--- src/rtl/rand_range_gen.sv ---
// Galois-free Fibonacci LFSR with rejection-sampled draws in [0, N).
// States: IDLE accepts a request | DRAW samples masked candidates | HOLD presents the result.
module rand_range_gen #(
    parameter int unsigned       WIDTH     = 32,
    parameter logic [WIDTH-1:0]  TAPS      = 32'h80200003,
    parameter logic [WIDTH-1:0]  SEED      = 32'hFFFFFFF1,
    parameter int unsigned       OUT_W     = 6,
    parameter int unsigned       MAX_TRIES = 16
) (
    input  logic             clk,
    input  logic             rst_n,
    input  logic             seed_load,
    input  logic [WIDTH-1:0] seed_in,
    input  logic             req_valid,
    output logic             req_ready,
    input  logic [OUT_W-1:0] req_range,
    output logic             rsp_valid,
    input  logic             rsp_ready,
    output logic [OUT_W-1:0] rsp_data,
    output logic             rsp_timeout,
    output logic [WIDTH-1:0] raw,
    output logic             seed_zero,
    output logic             lockup_err
);

    localparam int unsigned TRY_W = (MAX_TRIES > 1) ? $clog2(MAX_TRIES + 1) : 1;

    typedef enum logic [1:0] {
        ST_IDLE,
        ST_DRAW,
        ST_HOLD
    } state_t;

    state_t             r_state;
    state_t             w_state_nxt;
    logic [WIDTH-1:0]   r_raw;
    logic               r_seed_zero;
    logic               r_lockup;
    logic [OUT_W-1:0]   r_range;
    logic [OUT_W-1:0]   w_range_nxt;
    logic [OUT_W-1:0]   r_mask;
    logic [OUT_W-1:0]   w_mask_nxt;
    logic [TRY_W-1:0]   r_tries;
    logic [TRY_W-1:0]   w_tries_nxt;
    logic [OUT_W-1:0]   r_data;
    logic [OUT_W-1:0]   w_data_nxt;
    logic               r_timeout;
    logic               w_timeout_nxt;
    logic               w_fb;
    logic [OUT_W-1:0]   w_cand;
    logic               w_hit;

    // Smears the top set bit downward: smallest all-ones value >= x.
    function automatic logic [OUT_W-1:0] fill_mask(input logic [OUT_W-1:0] x);
        logic [OUT_W-1:0] m;
        m = x;
        for (int i = 1; i < int'(OUT_W); i++) begin
            m = m | (x >> i);
        end
        return m;
    endfunction

    assign w_fb = ^(r_raw & TAPS);

    always_ff @(posedge clk) begin
        if (!rst_n) begin
            r_raw       <= SEED;
            r_seed_zero <= 1'b0;
            r_lockup    <= 1'b0;
        end else if (seed_load) begin
            r_raw       <= (seed_in == '0) ? SEED : seed_in;
            r_seed_zero <= (seed_in == '0);
            r_lockup    <= 1'b0;
        end else if (r_raw == '0) begin
            r_raw       <= SEED;
            r_seed_zero <= 1'b0;
            r_lockup    <= 1'b1;
        end else begin
            r_raw       <= {r_raw[WIDTH-2:0], w_fb};
            r_seed_zero <= 1'b0;
            r_lockup    <= 1'b0;
        end
    end

    // A zero range means the full 2^OUT_W span, so every candidate fits.
    assign w_cand = r_raw[OUT_W-1:0] & r_mask;
    assign w_hit  = (r_range == '0) || (w_cand < r_range);

    always_comb begin
        w_state_nxt   = r_state;
        w_range_nxt   = r_range;
        w_mask_nxt    = r_mask;
        w_tries_nxt   = r_tries;
        w_data_nxt    = r_data;
        w_timeout_nxt = r_timeout;
        case (r_state)
            ST_IDLE: begin
                if (req_valid) begin
                    w_state_nxt = ST_DRAW;
                    w_range_nxt = req_range;
                    w_mask_nxt  = fill_mask(req_range - OUT_W'(1));
                    w_tries_nxt = '0;
                end
            end
            ST_DRAW: begin
                if (w_hit) begin
                    w_data_nxt    = w_cand;
                    w_timeout_nxt = 1'b0;
                    w_state_nxt   = ST_HOLD;
                end else if (r_tries == TRY_W'(MAX_TRIES - 1)) begin
                    w_data_nxt    = '0;
                    w_timeout_nxt = 1'b1;
                    w_state_nxt   = ST_HOLD;
                end else begin
                    w_tries_nxt = r_tries + TRY_W'(1);
                end
            end
            ST_HOLD: begin
                if (rsp_ready) begin
                    w_state_nxt = ST_IDLE;
                end
            end
            default: begin
                w_state_nxt = ST_IDLE;
            end
        endcase
    end

    always_ff @(posedge clk) begin
        if (!rst_n) begin
            r_state   <= ST_IDLE;
            r_range   <= '0;
            r_mask    <= '0;
            r_tries   <= '0;
            r_data    <= '0;
            r_timeout <= 1'b0;
        end else begin
            r_state   <= w_state_nxt;
            r_range   <= w_range_nxt;
            r_mask    <= w_mask_nxt;
            r_tries   <= w_tries_nxt;
            r_data    <= w_data_nxt;
            r_timeout <= w_timeout_nxt;
        end
    end

    assign req_ready   = (r_state == ST_IDLE);
    assign rsp_valid   = (r_state == ST_HOLD);
    assign rsp_data    = r_data;
    assign rsp_timeout = r_timeout;
    assign raw         = r_raw;
    assign seed_zero   = r_seed_zero;
    assign lockup_err  = r_lockup;

endmodule

--- config.mk ---
export PLATFORM = sky130hd
export DESIGN_NAME = rand_range_gen
export DESIGN_NICKNAME = d
export VERILOG_FILES = /design/src/rtl/rand_range_gen.sv
export SDC_FILE = /design/constraint.sdc
export NUM_CORES = 1
export LEC_CHECK = 0
export ABC_CLOCK_PERIOD_IN_PS = 2000
export BUFFER_PORTS_ARGS = -buffer_cell sky130_fd_sc_hd__buf_2
export CELL_PAD_IN_SITES_DETAIL_PLACEMENT = 1
export CELL_PAD_IN_SITES_GLOBAL_PLACEMENT = 2
export CORE_AREA = 2 2 101 103
export CTS_BUF_LIST = sky130_fd_sc_hd__clkbuf_8
export CTS_CLUSTER_DIAMETER = 50
export DETAILED_ROUTE_END_ITERATION = 8
export DIE_AREA = 0 0 103 105
export PLACE_DENSITY = 0.77
export SETUP_SLACK_MARGIN = 0.2
export SYNTH_ARGS = -nofsm -noshare
export SYNTH_HDL_FRONTEND = slang
export SYNTH_SLANG_ARGS = --single-unit
--- constraint.sdc ---
create_clock -name clk -period 2 [get_ports clk]
set_input_delay 0.6 -clock clk [delete_from_list [all_inputs] [get_ports clk]]
set_output_delay 0.6 -clock clk [all_outputs]
set_load 0.05 [all_outputs]
# After elaboration in Yosys (flattened, before gate mapping)
# Index checks and enable logic that the tools add are counted.
dict set report word_totals {
  ff_bits 60
  output_inout_bits 43
  word_cells 58
}
dict set report classes {
  n_addsub 2
  n_lt_le_gt_ge 1
  eq_ne 8
  mux 17
  n_bitwise 7
  n_reduce_logical 14
}
# op n
set ops {}
lappend ops {{$mux 32} 3}
lappend ops {{$logic_not 32->1} 2}
lappend ops {{$reduce_xor 32->1} 1}
lappend ops {{$mux 5} 3}
lappend ops {{$mux 6} 2}
lappend ops {{$pmux 5 s2} 1}
lappend ops {{$mux 2} 4}
lappend ops {{$and 6x6->6} 1}
lappend ops {{$logic_not 6->1} 1}
lappend ops {{$lt 6x6->1} 1}
lappend ops {{$ne 2x2->1 const B} 3}
lappend ops {{$or 6x1->6} 1}
lappend ops {{$or 6x2->6} 1}
lappend ops {{$or 6x3->6} 1}
lappend ops {{$or 6x4->6} 1}
lappend ops {{$or 6x5->6} 1}
lappend ops {{$pmux 2 s3} 1}
lappend ops {{$reduce_and 2->1} 3}
lappend ops {{$sub 6x1->6 const B} 1}
lappend ops {{$add 5x1->5 const B} 1}
lappend ops {{$eq 5x4->1 const B} 1}
lappend ops {{$reduce_and 4->1} 1}
lappend ops {{$reduce_bool 2->1} 2}
lappend ops {{$mux 1} 3}
lappend ops {{9 further kinds} 9}

# Logic depth before layout (Yosys ltp)
dict set report logic_depth {
  ltp_word 6
  depth_mapped 9
  depth_no_buf 7
}

# Worst setup path before layout
# OpenSTA, ideal clock, no wires.
dict set report synth_timing {
  path_kind {register to register}
  start {register r_raw[5] (netlist: raw[5])}
  end {register r_tries[3]}
  setup_ps 74
  t_arrival_ps 2289
  required_ps 1926
  path_slack_ps -363
  path_stages_with_launch 8
  n_path_buf 0
  cell_sequence {dfxtp_1 and2_1 ha_1 nand4_1 a311o_1 a211o_1 or4_1 a31oi_1}
}
dict set report synth_via {
  elab_chain_len 5
}
# item line
set synth_lines {}
lappend synth_lines {{from (decl)} 36} ;# logic [WIDTH-1:0] r_raw;
lappend synth_lines {{from (signal assigned)} 71} ;# r_raw <= (seed_in == '0) ? SEED : seed_in;
lappend synth_lines {{from (signal assigned)} 79} ;# r_raw <= {r_raw[WIDTH-2:0], w_fb};
lappend synth_lines {{$and 6x6->6} 86} ;# assign w_cand = r_raw[OUT_W-1:0] & r_mask;
lappend synth_lines {{$lt 6x6->1} 87} ;# assign w_hit = (r_range == '0) || (w_cand < r_range);
lappend synth_lines {{$logic_or 1x1->1} 87}
lappend synth_lines {{$ne 2x2->1 (no source line)} --}
lappend synth_lines {{$reduce_and 4->1 (no source line)} --}
lappend synth_lines {{to (signal assigned)} 141} ;# r_tries <= w_tries_nxt;
lappend synth_lines {{to (decl)} 43} ;# logic [TRY_W-1:0] r_tries;
# No other way between the ends.
# A chain may end at the register's enable or synchronous reset.

# Worst setup path in the final report
dict set report layout_timing {
  start {register r_raw[4] (netlist: raw[4])}
  end {register r_tries[3]}
}
# Same word-level chain as after synthesis.

==> summary.md <==
| Metric | Value |
|---|---|
| Pwr Density | 858 nW/um^2 |
| Sequential power share | 0.400 |
| Combinational share of power | 0.257 |
| Crit-path cells | and2_4 > ha_4 > nand4_1 > a311o_1 > a211o_1 > or4_1 > a31oi_1 |
| First-pass iteration count of the detailed router | 4 |
| Top-area cell type share of the netlist area | 0.469 |
| Worst relative slew slack | 0.733 |
| Layout cells sized above 1 | 0.460 |
| Clock transition at path regs | 0.08 ns |
| Run status | finished, violations left |
| Worst setup SP type | register |
| Worst path arrival time | 2.48 ns |
| Peak Freq | 449 MHz |
| Clk network pwr share | 0.343 |
| Violation count after the first detailed-route iteration | 51 |
| Internal Power | 2220 uW |
| Vias/cell | 4.80 |
| Core footprint | 9640 sq um |
| Die area | 10,800 sq um |
| Area Overhead vs Synth | 51.4% |
| Synthesized flop and latch total | 60 |
| CP max FO | 4 |
| RD Place Congestion | ~0.77 |
| DP HPWL | 6320 um |
| Vias in the first global route | 2,767 |
| Crit share post-route | 1.11 |
| Crit path kind | reg -> reg |
| Diodes inserted | 0 |
| Commonest cells after routing, fill and taps aside | 83 x buf_2, 54 x dfxtp_1, 37 x buf_4, 29 x o22a_1, 20 x nand2_1 |
| Fin worst setup slack | -0.227 ns |
| Clock sinks | 60 |
| Dpl cells | a little over 500 |
| Grt total ovfl | 0 |
| Max H-tree Level | 3 |
| Setup TNS | -1.76 ns |
| Failing checks | setup timing |
| Initial antenna violation count | 0 |
| CP peak stage delay | around 0.42 ns |
| WL per Instance | 16.0 um |
| Area leader, netlist | dfxtp_1 |
| Leakage power | roughly 0.0016 uW |
| Die Span Y | 105 um |
| Initial Util | 0.266 |
| Synth Net Count | 322 |
| Max Slew Vio Count | 0 |
| Site row count | 36 |
| Net Sw Frac | 0.334 |
| Yosys warnings | 0 |
| CTS max path bufs | 2 |
| Seq/Total Area, Yosys | 0.469 |
| Port-buffer cells | 85 |
| Required time worst endpoint | 2.25 ns |
| Non-filler cells, final | 531 |
| Final Net Count | 446 |
| Sw power | between 1000 and 1500 uW |
| Insertion delay to the later sink of the worst-skew pair | approximately 0.34 ns |
| DRT Wirelength | 8510 um |
| Setup WS pre-CTS | -0.214 ns |
| Overall routing resource usage | 0.161 |
| Post-Syn Instances | 269 |
| Cts hold-fix bufs | 0 |
| # setup viols final | 14 |
| Clk_skew | 0.00843 ns |
| First-pass GRT wire length | between 10,000 and 15,000 um |
| Max-cap viol count | 0 |
| Cell Area, Synth | 2560 sq um |
| # IOs | 86 |
| Drc violations | 0 |
| CTS tree | yes |
| Slew @ Worst Pin | 0.397 ns |
| RSZ-0062 raised after global routing | yes |
| Root Driver | clkbuf_8 |
| Total CTS buffers | 9 |
| Final hold viol count | 0 |
| Commonest non-fill, non-tap cell in the layout | buf_2 |
| Die X | 103 um |
| DR vias | 2,548 |
| CP Capture Type | register |
| Largest net degree at the start of global routing | 28 |
| Syn avg cell area | 9.52 sq um |
| Final ANT Viol Nets | 0 |
| Netlist cell types | 40 |
| Layout Utilization | 0.402 |
| Crit-path slowest cell | or4_1 |
| Hold WC Path Type | reg -> reg |
| Min Tclk post-route | 2.23 ns |
| Total design power | 3330 uW |
| Maximum vdd ir drop | 439 uV |
| Synth top area cells | dfxtp_1 47%, o22a_1 9.9%, ha_1 4.9% |
==> critical path: cells and delay by family (launching register included) <==
family	cells	cell delay, ns
adder cells (fa/ha/maj)	1	0.26
flip-flops	1	0.34
AO/OA/AOI/OAI	3	0.87
AND/OR/NAND/NOR	3	0.66
==> synthesized netlist by cell type, drive strengths merged <==
| library cell | count |
|---|---|
| dfxtp | 60 |
| o22a | 29 |
| nand2 | 21 |
| nor4 | 16 |
| inv | 13 |
| a21oi | 11 |
| ha | 10 |
| and2 | 8 |
| clkbuf | 8 |
| o21a | 8 |
| o21ai | 8 |
| buf | 7 |
| nor2 | 7 |
| nor3 | 7 |
| a21boi | 6 |
| nand3 | 6 |
| nor3b | 6 |
| nand4 | 4 |
| xnor2 | 4 |
| nor2b | 3 |
| or3 | 3 |
| and3 | 2 |
| mux2i | 2 |
| nand2b | 2 |
| nand3b | 2 |
| o211ai | 2 |
| o221a | 2 |
| or4 | 2 |
| xor2 | 2 |
| a211o | 1 |
| a311o | 1 |
| a31oi | 1 |
| nand4b | 1 |
| nor4b | 1 |
| o2111ai | 1 |
| o22ai | 1 |
| or2 | 1 |
==> kinds of logic after synthesis <==
| kind of cell | share of synthesized area |
|---|---|
| adder cells (fa/ha/maj) | 0.0489 |
| AND/OR/NAND/NOR | 0.199 |
| buffers and inverters | 0.0469 |
| AO/OA/AOI/OAI | 0.208 |
| multiplexers | 0.00782 |
| XOR/XNOR | 0.0205 |
| flip-flops | 0.469 |
==> cell type report <==
cell class	instances	area, sq um
Fill cell	1154	5760
Multi-Input combinational cell	181	1400
Sequential cell	60	1220
Timing Repair Buffer	128	827
Tap cell	133	166
Clock buffer	9	124
Clock inverter	7	80.1
Inverter	13	51.3
==> stage by stage <==
stage                     hold slack (ns)  cell area, sq um
after floorplan                     0.435              2710
after global placement              0.445              3480
after detailed placement            0.455              3480
after CTS                           0.454              3790
after global routing                0.462              3870
final                               0.462              3870
==> power groups by stage <==
stage | clock [uW] | combinational [uW] | sequential (uW)
after global placement | 0 | 752 | 1350
after floorplan | 0 | 327 | 1510
after detailed placement | 0 | 762 | 1360
after CTS | 1180 | 823 | 1330
after global routing | 1240 | 920 | 1340
final | 1140 | 854 | 1330
==> flip-flops by register name, summed over array words and instances (netlist names) <==
name and flops:
lockup_err 1, r_mask 6, r_range 6, r_state 2, r_tries 5, raw 32
rsp_data 6, rsp_timeout 1, seed_zero 1
==> timing repair <==
| action | 4_1_cts | 5_1_grt |
|---|---|---|
| endpoints found under the setup margin | 46 | 46 |
| pin swaps | 6 | 6 |
| gates cloned | 1 | 1 |
| resized for setup | 15 | 15 |
| buffers inserted | 3 | 2 |
==> per-layer routing <==
metal  part of all wire  vias up  routed length (um)  GRT usage
li1                   -     1240                   -          -
met1               0.42     1224                3570      0.187
met2               0.51       76                4340      0.280
met3              0.060        8                 514     0.0522
met4              0.010        0                  87     0.0451
met5                  0        -                   0          0
==> final timing paths <==
kind                    from         end  slack [ns]  depth (start not counted)
setup reg to reg      raw[4]  r_tries[3]       -0.23                          7
hold / removal    r_tries[4]  r_tries[4]        0.46                          2
hold reg to reg   r_tries[4]  r_tries[4]        0.46                          2
setup / recovery      raw[4]  r_tries[3]       -0.23                          7
No activity file was read; power rests on OpenSTA's default activity.
